**src/rtl/bc_input_port_if.sv**
```systemverilog
// Signal bundle between the Basic Computer controller and its serial input port.
interface bc_input_port_if;
    logic       rx;
    logic       clr_FGI;
    logic       clr_err;
    logic [7:0] INPR;
    logic       FGI;
    logic       overrun;
    logic       frame_err;
    logic       busy;

    modport master (
        output rx, clr_FGI, clr_err,
        input  INPR, FGI, overrun, frame_err, busy
    );

    modport slave (
        input  rx, clr_FGI, clr_err,
        output INPR, FGI, overrun, frame_err, busy
    );
endinterface

```
**src/rtl/bc_input_port.sv**
```systemverilog
// 8N1 serial receiver feeding INPR/FGI of the Basic Computer, with sticky overrun and framing flags.
//
// state       | meaning
// S_IDLE      | line idle, waiting for a low rx_s
// S_START     | timing to mid start bit to reject glitches
// S_DATA      | sampling 8 data bits LSB first, one per bit time
// S_STOP      | timing to mid stop bit, then accept or flag framing error
// S_WAIT_IDLE | after a bad stop bit, hold off until the line returns high
module bc_input_port #(
    parameter int CLKS_PER_BIT = 16,
    parameter int CNT_W        = 8
) (
    input logic            clk,
    input logic            rst,
    bc_input_port_if.slave bus
);
    localparam logic [2:0] S_IDLE      = 3'd0;
    localparam logic [2:0] S_START     = 3'd1;
    localparam logic [2:0] S_DATA      = 3'd2;
    localparam logic [2:0] S_STOP      = 3'd3;
    localparam logic [2:0] S_WAIT_IDLE = 3'd4;

    localparam logic [CNT_W-1:0] HALF_TC = CNT_W'(CLKS_PER_BIT / 2 - 1);
    localparam logic [CNT_W-1:0] BIT_TC  = CNT_W'(CLKS_PER_BIT - 1);

    logic             rx_m, rx_s;
    logic [2:0]       state;
    logic [CNT_W-1:0] cnt;
    logic [2:0]       bit_idx;
    logic [7:0]       shift;
    logic [7:0]       inpr;
    logic             fgi, ovr, ferr;
    logic             complete, stop_bad;

    assign complete = (state == S_STOP) && (cnt == BIT_TC) && rx_s;
    assign stop_bad = (state == S_STOP) && (cnt == BIT_TC) && !rx_s;

    // Synchronizer resets to the idle-line level so reset never looks like a start bit.
    always_ff @(posedge clk) begin
        if (rst) begin
            rx_m <= 1'b1;
            rx_s <= 1'b1;
        end else begin
            rx_m <= bus.rx;
            rx_s <= rx_m;
        end
    end

    always_ff @(posedge clk) begin
        if (rst) begin
            state   <= S_IDLE;
            cnt     <= '0;
            bit_idx <= '0;
            shift   <= '0;
        end else begin
            case (state)
                S_IDLE: begin
                    cnt <= '0;
                    if (!rx_s) state <= S_START;
                end
                S_START: begin
                    if (cnt == HALF_TC) begin
                        cnt     <= '0;
                        bit_idx <= '0;
                        state   <= rx_s ? S_IDLE : S_DATA;
                    end else begin
                        cnt <= cnt + 1'b1;
                    end
                end
                S_DATA: begin
                    if (cnt == BIT_TC) begin
                        cnt            <= '0;
                        shift[bit_idx] <= rx_s;
                        if (bit_idx == 3'd7) state <= S_STOP;
                        else bit_idx <= bit_idx + 1'b1;
                    end else begin
                        cnt <= cnt + 1'b1;
                    end
                end
                S_STOP: begin
                    if (cnt == BIT_TC) begin
                        cnt   <= '0;
                        state <= rx_s ? S_IDLE : S_WAIT_IDLE;
                    end else begin
                        cnt <= cnt + 1'b1;
                    end
                end
                S_WAIT_IDLE: begin
                    if (rx_s) state <= S_IDLE;
                end
                default: state <= S_IDLE;
            endcase
        end
    end

    // Later assignments win, so an error event beats a coincident clr_err.
    always_ff @(posedge clk) begin
        if (rst) begin
            inpr <= 8'h00;
            fgi  <= 1'b0;
            ovr  <= 1'b0;
            ferr <= 1'b0;
        end else begin
            if (bus.clr_err) begin
                ovr  <= 1'b0;
                ferr <= 1'b0;
            end
            if (complete) begin
                if (!fgi || bus.clr_FGI) begin
                    inpr <= shift;
                    fgi  <= 1'b1;
                end else begin
                    ovr <= 1'b1;
                end
            end else if (bus.clr_FGI) begin
                fgi <= 1'b0;
            end
            if (stop_bad) ferr <= 1'b1;
        end
    end

    assign bus.INPR      = inpr;
    assign bus.FGI       = fgi;
    assign bus.overrun   = ovr;
    assign bus.frame_err = ferr;
    assign bus.busy      = (state != S_IDLE);
endmodule

```
**src/flat_wrapper.sv**
```systemverilog
// flat-port wrapper written by rule: the top's interface ports become plain ports
module bc_input_port_flat 
#(
    parameter int CLKS_PER_BIT = 16,
    parameter int CNT_W        = 8
)
  (clk, rst, bus_rx, bus_clr_FGI, bus_clr_err, bus_INPR, bus_FGI, bus_overrun, bus_frame_err, bus_busy);
  bc_input_port_if bus_i ();
  input logic clk;
  input logic rst;
  input wire logic [$bits(bus_i.rx)-1:0] bus_rx;
  input wire logic [$bits(bus_i.clr_FGI)-1:0] bus_clr_FGI;
  input wire logic [$bits(bus_i.clr_err)-1:0] bus_clr_err;
  output wire logic [$bits(bus_i.INPR)-1:0] bus_INPR;
  output wire logic [$bits(bus_i.FGI)-1:0] bus_FGI;
  output wire logic [$bits(bus_i.overrun)-1:0] bus_overrun;
  output wire logic [$bits(bus_i.frame_err)-1:0] bus_frame_err;
  output wire logic [$bits(bus_i.busy)-1:0] bus_busy;
  assign bus_i.rx = bus_rx;
  assign bus_i.clr_FGI = bus_clr_FGI;
  assign bus_i.clr_err = bus_clr_err;
  assign bus_INPR = bus_i.INPR;
  assign bus_FGI = bus_i.FGI;
  assign bus_overrun = bus_i.overrun;
  assign bus_frame_err = bus_i.frame_err;
  assign bus_busy = bus_i.busy;
  bc_input_port #(.CLKS_PER_BIT(CLKS_PER_BIT), .CNT_W(CNT_W)) u_core (.clk(clk), .rst(rst), .bus(bus_i));
endmodule
```
**config.mk**
```make
export PLATFORM = sky130hd
export DESIGN_NAME = bc_input_port_flat
export DESIGN_NICKNAME = d
export VERILOG_FILES = /design/src/rtl/bc_input_port_if.sv /design/src/rtl/bc_input_port.sv /design/src/flat_wrapper.sv
export SDC_FILE = /design/constraint.sdc
export NUM_CORES = 1
export LEC_CHECK = 0
export ABC_AREA = 1
export CAP_MARGIN = 20
export CORE_ASPECT_RATIO = 1.4
export CORE_MARGIN = 2
export CORE_UTILIZATION = 45
export DETAILED_ROUTE_END_ITERATION = 6
export HOLD_SLACK_MARGIN = 0.15
export PLACE_DENSITY = 0.72
export REMOVE_ABC_BUFFERS = 1
export SKIP_CTS_REPAIR_TIMING = 1
export SYNTH_ARGS = -nofsm -noshare
export SYNTH_HDL_FRONTEND = slang
export SYNTH_SLANG_ARGS = --single-unit
```
**constraint.sdc**
```tcl
create_clock -name clk -period 1.5 [get_ports clk]
set_clock_uncertainty 0.2 [all_clocks]
set_input_delay 0.225 -clock clk [delete_from_list [all_inputs] [get_ports clk]]
set_output_delay 0.225 -clock clk [all_outputs]
set_load 0.01 [all_outputs]
```
==> metrics.md, run 1 <==
| Metric | Value |
|---|---|
| Status | finished with violations |
| Failing checks | setup timing |
| Avg WL per Cell | 11.8 µm |
| Total negative slack | -1960 ps |
| Routability cong. | 0.807 |
| Worst Hold Class | reg -> reg |
| Hold WS | 231 ps |
| Setup crit end kind | register |
| Worst path bufs/invs | 2 |
| Mapped Area | 0.00174 mm² |
| Slew headroom | 0.803 |
| Area contributors post-synth | dfxtp_1 40%, nand2_1 14%, nor2_1 10% |
| Core footprint | 0.00368 mm² |
| Via count | 1730 |
| Synth warn | 0 |
| Drt initial violations | 47 |
| Slowest cell on crit path | dfxtp_2 |
| Final wirelength | 4110 µm |
| Top cell type by total area after synthesis | dfxtp_1 |
| Post-layout worst setup margin | -117 ps |
| CTS Root Cell | clkbuf_8 |
| Most common cell in the netlist | nand2_1 |
| Worst skew pair latency | 280 ps |
| Total CTS buffers | 5 |
| Io pins | 17 |
| Min-Delay Path Depth | 1 |
| Power Total | 3.20 mW |
| Via/cell ratio | 4.96 |
| Fin crit period | 1620 ps |
| Std cell rows | 26 |
| Synth Area per Inst | 6.67 µm² |
| Nets | 314 |
| Share of cells above drive strength 1 | 0.270 |
| Required time worst endpoint | 1530 ps |
| Worst-path maximum fanout | 8 |
| # port buffers | 16 |
| GRT overflow | 0 |
| Htree depth | 2 |
| Clock sink count | 35 |
| Antenna cell count | 0 |
| Met3 GRT Util | 0.0450 |
| Final ANT Viol Nets | 0 |
| Slowest cell delay on critical path | 350 ps |
| CP Launch Type | register |
| Hpwl dp | 2620 µm |
| RSZ-0062 raised after global routing | yes |
| Number of synthesized flops with an enable pin | 0 |
| Pre-antenna DRT Iters | 4 |
| Fraction of registers with async set/reset | 0 |
| FF+latch count, synth | 35 |
| Fin. max-slew vios | 0 |
| Global route hottest layer | met2 |
| Max_cap viols | 0 |
| Worst Path Arrival | 1650 ps |
| R2R cell count | 9 |
| Die Wd | 56.6 µm |
| Cell count after synthesis | 261 |
| Clock transition at path regs | 70 ps |
| CTS tree | done |
| Vias in the first global route | 1458 |
| Top cells by count, synth | 65 x nand2_1, 48 x nor2_1, 38 x inv_1 |
| Initial Util | 0.474 |
| Synth Flop Type | dfxtp_1 |
| Critical path depth in cells | 9 |
| Clk buf depth | 2 |
| Worst-Margin Slew | 294 ps |
| Largest net degree at the start of global routing | 23 |
| Part of the Yosys area used for sequential elements | 0.402 |
| GRT met2 Usage | 0.323 |
| Synth-to-Final Area Change | 42.1% |
| Die area | 0.00439 mm² |
| Setup Viol. Count Final | 30 |
| Period utilization | 1.08 |
| Synth unique cells | 27 |
| GRT met1 Usage | 0.166 |
| VDD IR max | 1.52 mV |
| Kind of critical path | reg -> reg |
| First-pass GRT wire length | 5910 µm |
| Power Density | 1290 mW/mm² |
| Final hold vios | 0 |
| Synth top area share | 0.402 |
| Initial antenna violation count | 0 |
| Die height | 77.6 µm |
| Fmax | 618 MHz |
| Number of remaining DRC errors | 0 |
| Leakage | 1.36 nW |
| Overall routing resource usage | 0.169 |
| CP Cell Sequence | ha_4 > nand3_4 > nor2_4 > buf_12 > buf_12 > nand4_1 > nand2_1 > nand2_1 > nor2_1 |
| Top delay family on crit path | simple AND/OR/NAND/NOR gates |
| Pre-CTS WS | -204 ps |
-- routing by layer --
| layer | routed length, µm | part of all wire |
|---|---|---|
| met1 | 1560 | 0.38 |
| met2 | 2320 | 0.56 |
| met3 | 130 | 0.032 |
| met4 | 102 | 0.025 |
| met5 | 0 | 0 |
-- state kept, by name (all words and copies together) (netlist names) --
name	cells
u_core.shift	8
u_core.rx_m	1
u_core.state	3
u_core.rx_s	1
u_core.bus.FGI	1
u_core.cnt	8
u_core.bus.frame_err	1
u_core.bit_idx	3
u_core.bus.overrun	1
u_core.bus.INPR	8
-- where the power goes --
part	internal (mW)	switching [mW]	leakage (nW)
logic	0.580	0.825	1.03
clock network	0.324	0.334	0.0412
registers	1.04	0.0989	0.286
-- worst paths after layout --
kind | slack [ps] | to | start
setup / recovery | -120 | u_core.shift[1] | u_core.cnt[0]
hold / removal | 230 | u_core.rx_s | u_core.rx_m
setup reg to reg | -120 | u_core.shift[1] | u_core.cnt[0]
hold reg to reg | 230 | u_core.rx_s | u_core.rx_m
-- metrics by stage --
step / std cells / instance area [µm²] / util
finish: 349 / 2470 / 0.673
global route: 349 / 2470 / 0.673
CTS: 343 / 2200 / 0.597
detailed placement: 335 / 2110 / 0.574
global placement: 335 / 2110 / 0.574
floorplan: 254 / 1700 / -
-- cells by family (layout without fill, tap and decap cells) --
kind of cell | after synthesis | in the layout | share of synthesized area
adders and majority gates | 3 | 3 | 0.0216
DFF | 35 | 35 | 0.402
AOI/OAI and AO/OA | 29 | 29 | 0.0905
and+or+nand+nor | 145 | 147 | 0.369
buffers and inverters | 48 | 92 | 0.112
xor gates and xnor gates | 1 | 1 | 0.00503
-- cells in the final DEF (no fill, tap or decap), drive strengths merged, types with 3 or more instances in the layout --
cell / Yosys / layout
nand4: 7 / 9
a21oi: 14 / 14
or2: 3 / 3
dfxtp: 35 / 35
inv: 41 / 41
dlymetal6s2s: 0 / 12
clkdlybuf4s50: 0 / 4
clkbuf: 3 / 6
nand2: 67 / 67
nand3: 14 / 14
o21ai: 13 / 13
nor2: 52 / 52
ha: 3 / 3
buf: 4 / 27
-- final cells by class --
class                      instances  area (µm²)
multi-input combinational        180        1040
sequential                        35         709
timing repair buffer              43         438
clock inverter                     2        12.5
tap                               42        52.6
clock buffer                       6        72.6
inverter                          41         154
fill                             326        1200
Note: power is estimated with default switching activity, not from simulation.
==> run 2: changes to the inputs <==
ABC_AREA = 0   (was 1)
ABC_CLOCK_PERIOD_IN_PS = 1500   (was not set)
==> run 2 against run 1 <==
The flow still finishes with violations (setup timing); design area increased by 11%; critical endpoint is now u_core.bit_idx[0]; critical path type unchanged; maximum frequency decreased by 21%; die area decreased by 0.27%; register-to-register slack got worse by 420 ps; synthesized cell count decreased by 25%; clock power increased by 16%; wire length increased by 11%; largest power group is now registers; count of clock-buffer cells in the layout increased by 2; critical path depth decreased by 2; sequential cell count unchanged; power decreased by 44%.
==> metrics.md, run 2 <==
| Metric | Value |
|---|---|
| Die area | 0.00438 mm² (was 0.00439 mm²) |
| Via count | 1725 (was 1730) |
| Slew headroom | 0.389 (was 0.803) |
| Placed Area | 0.00221 mm² (was 0.00211 mm²) |
| Cells after DPL | 286 (was 335) |
| CTS Root Cell | clkbuf_8 (unchanged) |
| Worst Path Arrival | 2060 ps (was 1650 ps) |
| Final hold vios | 0 (unchanged) |
| Required time worst endpoint | 1530 ps (about the same) |
| Synth-to-Final Area Change | 57.6% (was 42.1%) |
| Kind of critical path | reg -> reg (unchanged) |
| Fin. max-slew vios | 0 (unchanged) |
| Commonest non-fill, non-tap cell in the layout | buf_4 (was nand2_1) |
| Leakage | 1.22 nW (was 1.36 nW) |
| Share of cells above drive strength 1 | 0.456 (was 0.270) |
| Worst skew pair latency | 290 ps (was 280 ps) |
| Nets | 270 (was 314) |
| Worst-path maximum fanout | 2 (was 8) |
| Overall routing resource usage | 0.186 (was 0.169) |
| Synth unique cells | 46 (was 27) |
| Number of synthesized flops with an enable pin | 0 (unchanged) |
| Worst reg2reg path startpoint | u_core.bit_idx[0] (was u_core.cnt[0]) |
| CTS tree | done (unchanged) |
| Via/cell ratio | 5.66 (was 4.96) |
| Most common cell in the netlist | dfxtp_1 (was nand2_1) |
| Min-Delay Path Depth | 1 (unchanged) |
| Avg WL per Cell | 14.9 µm (was 11.8 µm) |
| Top cells by count, synth | 35 x dfxtp_1, 17 x nand3_1, 16 x a21oi_1 (was 65 x nand2_1, 48 x nor2_1, 38 x inv_1) |
| Io pins | 17 (unchanged) |
| Area contributors post-synth | dfxtp_1 40%, mux2i_1 5.8%, nand3_1 4.9% (was dfxtp_1 40%, nand2_1 14%, nor2_1 10%) |
| Setup Viol. Count Final | 33 (was 30) |
| # fillers | 247 (was 326) |
| R2R cell count | 7 (was 9) |
| Largest net degree at the start of global routing | 20 (was 23) |
| Part of the Yosys area used for sequential elements | 0.403 (was 0.402) |
| Pre-antenna DRT Iters | 4 (unchanged) |
| Period utilization | 1.36 (was 1.08) |
| Die Wd | 56.5 µm (was 56.6 µm) |
| Fin crit period | 2040 ps (was 1620 ps) |
| Fmax | 490 MHz (was 618 MHz) |
| Final wirelength | 4550 µm (was 4110 µm) |
| Total negative slack | -10490 ps (was -1960 ps) |
| Initial Util | 0.472 (was 0.474) |
| Commonest non-fill, non-tap cells in the layout | 44 x buf_4, 29 x dfxtp_1, 12 x nand2b_1 (was 56 x nand2_1, 44 x nor2_1, 37 x inv_1) |
| FF+latch count, synth | 35 (unchanged) |
| Post-layout worst setup margin | -539 ps (was -117 ps) |
| Final non-filler cell area | 0.00274 mm² (was 0.00247 mm²) |
| Std cell rows | 26 (unchanged) |
| Cell count after synthesis | 197 (was 261) |
| Worst-Margin Slew | 914 ps (was 294 ps) |
| Antenna cell count | 0 (unchanged) |
| Synth Area per Inst | 8.82 µm² (was 6.67 µm²) |
| Pre-CTS WS | -459 ps (was -204 ps) |
| Final ANT Viol Nets | 0 (unchanged) |
| Routability cong. | 0.813 (was 0.807) |
| Worst Setup SP | u_core.bit_idx[0] (was u_core.cnt[0]) |
| Mapped Area | 0.00174 mm² (about the same) |
| Clock sink count | 35 (unchanged) |
| Hpwl dp | 2700 µm (was 2620 µm) |
| Max_cap viols | 0 (unchanged) |
| Clock transition at path regs | 70 ps (about the same) |
| Htree depth | 2 (unchanged) |
| Hold Crit Start | u_core.rx_m (unchanged) |
| Vias in the first global route | 1518 (was 1458) |
| Die height | 77.5 µm (was 77.6 µm) |
| Power Density | 657 mW/mm² (was 1290 mW/mm²) |
| Number of remaining DRC errors | 0 (unchanged) |
| VDD IR max | 0.677 mV (was 1.52 mV) |
| Register Area | 708 µm² (was 709 µm²) |
| Layout Cells excl Fill | 305 (was 349) |
| # port buffers | 16 (unchanged) |
| Status | finished with violations (unchanged) |
| Synth warn | 0 (unchanged) |
| Failing checks | setup timing (unchanged) |
| Total CTS buffers | 5 (unchanged) |
| Synth top area share | 0.403 (was 0.402) |
| Clk buf depth | 2 (unchanged) |
| Setup crit end kind | register (unchanged) |
| Top cell type by total area after synthesis | dfxtp_1 (unchanged) |
| First-pass GRT wire length | 6490 µm (was 5910 µm) |
| Core footprint | 0.00368 mm² (unchanged) |
| Initial antenna violation count | 0 (unchanged) |
| Drt initial violations | 39 (was 47) |
| Multi-input logic area | 0.00123 mm² (was 0.00104 mm²) |
| RSZ-0062 raised after global routing | yes (unchanged) |
| Synth Flop Type | dfxtp_1 (unchanged) |
| GRT overflow | 0 (unchanged) |
| Worst Hold Class | reg -> reg (unchanged) |
| Layout Utilization | 0.745 (was 0.673) |
| Fraction of registers with async set/reset | 0 (unchanged) |
| CP Launch Type | register (unchanged) |
run 2: power breakdown:
| group | switching (mW) | internal (mW) | leakage (nW) | total [mW] |
|---|---|---|---|---|
| Combinational | 0.0522 | 0.0469 | 0.879 | 0.0991 |
| Clock | 0.343 | 0.419 | 0.0515 | 0.762 |
| Sequential | 0.00338 | 0.934 | 0.285 | 0.937 |
| Total | 0.398 | 1.40 | 1.22 | 1.80 |
run 2: worst max-delay path, stage by stage (launching register included):
cell,delay [ps]
dfxtp_2,340
ha_4,160
ha_4,160
nor4bb_2,280
buf_4,170
o2111ai_4,110
or3_4,420
a21oi_2,130
run 2: logic make-up (layout without fill, tap and decap cells):
group,count (synthesis),in the layout,synth area share
xor gates and xnor gates,1,1,0.00504
and+or+nand+nor,88,88,0.294
DFF,35,35,0.403
adders and majority gates,3,3,0.0216
buffers and inverters,17,82,0.0490
muxes,10,10,0.0576
AOI/OAI and AO/OA,43,44,0.169
run 2: path summary, 6_finish.rpt:
kind	to	slack (ps)
worst max-delay path	u_core.bit_idx[0]	-540
worst min-delay path	u_core.rx_s	250
worst max register to register	u_core.bit_idx[0]	-540
worst min register to register	u_core.rx_s	250
run 2: layout make-up:
class / count / area share
tap: 42 / 0.0192
timing repair buffer: 71 / 0.233
inverter: 3 / 0.00411
sequential: 35 / 0.259
clock buffer: 8 / 0.0366
multi-input combinational: 146 / 0.449
run 2: through the flow:
step	hold slack [ps]	total power, mW
after floorplan	94.1	0.992
after detailed placement	197	1.04
after CTS	213	1.78
final	248	1.80
after global routing	257	1.85
after global placement	191	1.04
run 2: metal layers:
metal  track usage  vias up  part of all wire
met5             0        -                 0
met4        0.0857        0             0.029
met3        0.0400       12             0.031
met2         0.335       32              0.55
met1         0.202      829              0.39
li1              -      852                 -
==> run 3: changes to the inputs <==
CORE_UTILIZATION = 46   (was 45)
PLACE_DENSITY = 0.73   (was 0.72)
==> run 3 against run 2 <==
The flow still finishes with violations (setup timing); worst setup slack improved by 22 ps; global-route usage increased by 1.0 points; core utilization increased by 1.3 points; critical path type unchanged; largest power group unchanged.
==> metrics.md, run 3 (synthesis results as in run 2) <==
| Metric | Value |
|---|---|
| Status | finished with violations (unchanged) |
| Failing checks | setup timing (unchanged) |
| Fin. max-slew vios | 0 (unchanged) |
| Die area | 0.00429 mm² (was 0.00438 mm²) |
| Antenna cell count | 0 (unchanged) |
| Routed wl met3 | 171 µm (was 142 µm) |
| Worst-Margin Slew | 497 ps (was 914 ps) |
| Worst r2r dst | u_core.bit_idx[0] (unchanged) |
| CTS tree | done (unchanged) |
| Total negative slack | -7590 ps (was -10490 ps) |
| Layout Cells excl Fill | 301 (was 305) |
| Routability cong. | 0.829 (was 0.813) |
| Synth-to-Final Area Change | 58.9% (was 57.6%) |
| Clk buf depth | 2 (unchanged) |
| Final ANT Viol Nets | 0 (unchanged) |
| Share of cells above drive strength 1 | 0.475 (was 0.456) |
| Post-layout worst setup margin | -517 ps (was -539 ps) |
| Avg WL per Cell | 16.6 µm (was 14.9 µm) |
| Power Total | 1.91 mW (was 1.80 mW) |
| Slowest cell on crit path | or3_4 (unchanged) |
| Number of remaining DRC errors | 0 (unchanged) |
| Worst Path Arrival | 2040 ps (was 2060 ps) |
| Initial antenna violation count | 0 (unchanged) |
| Met2 WL | 2740 µm (was 2490 µm) |
| Via/cell ratio | 5.77 (was 5.66) |
| RSZ-0062 raised after global routing | yes (unchanged) |
| Commonest non-fill, non-tap cells in the layout | 35 x buf_4, 24 x dfxtp_1, 17 x buf_6 (was 44 x buf_4, 29 x dfxtp_1, 12 x nand2b_1) |
| Final wirelength | 5000 µm (was 4550 µm) |
| # port buffers | 16 (unchanged) |
| Top layer in use | met4 (unchanged) |
| Setup Viol. Count Final | 32 (was 33) |
| First-pass GRT wire length | 6780 µm (was 6490 µm) |
| Fmax | 496 MHz (was 490 MHz) |
| Commonest non-fill, non-tap cell in the layout | buf_4 (unchanged) |
| Worst-path maximum fanout | 2 (unchanged) |
| DRT met1 WL | 1870 µm (was 1790 µm) |
| CP Cell Sequence | ha_4 > ha_4 > nor4bb_4 > buf_4 > o2111ai_4 > or3_4 > a21oi_2 (was ha_4 > ha_4 > nor4bb_2 > buf_4 > o2111ai_4 > or3_4 > a21oi_2) |
| Kind of critical path | reg -> reg (unchanged) |
| Hpwl dp | 2810 µm (was 2700 µm) |
| Drt initial violations | 41 (was 39) |
| CP Launch Type | register (unchanged) |
| Pre-antenna DRT Iters | 5 (was 4) |
| Power Density | 690 mW/mm² (was 657 mW/mm²) |
| Setup crit end kind | register (unchanged) |
| Vias in the first global route | 1572 (was 1518) |
| Final hold vios | 0 (unchanged) |
| Core footprint | 0.00364 mm² (was 0.00368 mm²) |
| Critical path depth in cells | 7 (unchanged) |
| Hold WS | 264 ps (was 248 ps) |
| CP endpoint | u_core.bit_idx[0] (unchanged) |
| Io pins | 17 (unchanged) |
| Slew headroom | 0.667 (was 0.389) |
| Largest net degree at the start of global routing | 18 (was 20) |
| GRT overflow | 0 (unchanged) |
| Slowest cell delay on critical path | 410 ps (was 420 ps) |
| CTS Root Cell | clkbuf_8 (unchanged) |
| Std cell rows | 26 (unchanged) |
| Cells after DPL | 281 (was 286) |
| Overall routing resource usage | 0.196 (was 0.186) |
| Worst path bufs/invs | 1 (unchanged) |
| R2R setup slack | -520 ps (was -540 ps) |
| Nets | 266 (was 270) |
| Most Frequent Cell on Critical Path | ha_4 (unchanged) |
| Worst skew pair latency | 300 ps (was 290 ps) |
| R2R cell count | 7 (unchanged) |
| Period utilization | 1.34 (was 1.36) |
| Die height | 76.7 µm (was 77.5 µm) |
| Fin crit period | 2020 ps (was 2040 ps) |
| Clock sink count | 35 (unchanged) |
| Initial Util | 0.477 (was 0.472) |
| Leakage | 1.21 nW (was 1.22 nW) |
| Clock transition at path regs | 80 ps (was 70 ps) |
| Die Wd | 55.9 µm (was 56.5 µm) |
| Worst Setup SP | u_core.bit_idx[0] (unchanged) |
| Required time worst endpoint | 1530 ps (about the same) |
| Via count | 1736 (was 1725) |
| Total CTS buffers | 5 (unchanged) |
| Worst reg2reg path startpoint | u_core.bit_idx[0] (unchanged) |
| Max_cap viols | 0 (unchanged) |
| Top delay family on crit path | simple AND/OR/NAND/NOR gates (unchanged) |
| Worst Hold Class | reg -> reg (unchanged) |
| Htree depth | 2 (unchanged) |
| VDD IR max | 0.546 mV (was 0.677 mV) |
## run 3: cell count changes in the layout (fill, tap and decap cells not counted), sizes merged
cell and delta:
bufinv +1, buf -3, clkbuf -4, clkinv +2
## run 3: per-layer routing
metal / vias to the layer above / track usage
li1: 838 / -
met1: 828 / 0.216
met4: 0 / 0.0786
met5: - / 0
met2: 49 / 0.360
met3: 21 / 0.0405
## run 3: area by class of cell
type / count / area [µm²]
sequential: 35 / 722
inverter: 3 / 11.3
clock buffer: 5 / 68.8
fill: 247 / 883
tap: 42 / 52.6
multi-input combinational: 146 / 1230
clock inverter: 3 / 43.8
timing repair buffer: 67 / 632
## run 3: how the worst min path moves through the flow
stage                     from                 end  slack, ps  cells past startpoint
2_1_floorplan              rst   u_core.bit_idx[0]         90                      1
3_3_place_gp       u_core.rx_m         u_core.rx_s        190                      1
3_5_place_dp       u_core.rx_m         u_core.rx_s        210                      1
4_1_cts            u_core.rx_m         u_core.rx_s        220                      1
5_1_grt            u_core.rx_m         u_core.rx_s        280                      1
6_report       u_core.shift[4]  u_core.bus.INPR[4]        260                      2
## run 3: worst register-to-register path, stage by stage, from the launching register on
cell and delay, ps:
dfxtp_2 340, ha_4 160, ha_4 170, nor4bb_4 270, buf_4 160, o2111ai_4 110, or3_4 410, a21oi_2 130
## run 3: report_power, final
group / switching [mW] / internal (mW) / total [mW]
Clock: 0.374 / 0.495 / 0.869
Sequential: 0.00475 / 0.929 / 0.934
Combinational: 0.0550 / 0.0478 / 0.103
## run 3: metrics by stage
stage | worst slack, ps | utilization | area (µm²)
global placement | -440 | 0.597 | 2180
global route | -601 | 0.758 | 2760
detailed placement | -485 | 0.597 | 2180
CTS | -584 | 0.628 | 2290
finish | -517 | 0.758 | 2760
floorplan | -528 | - | 1660
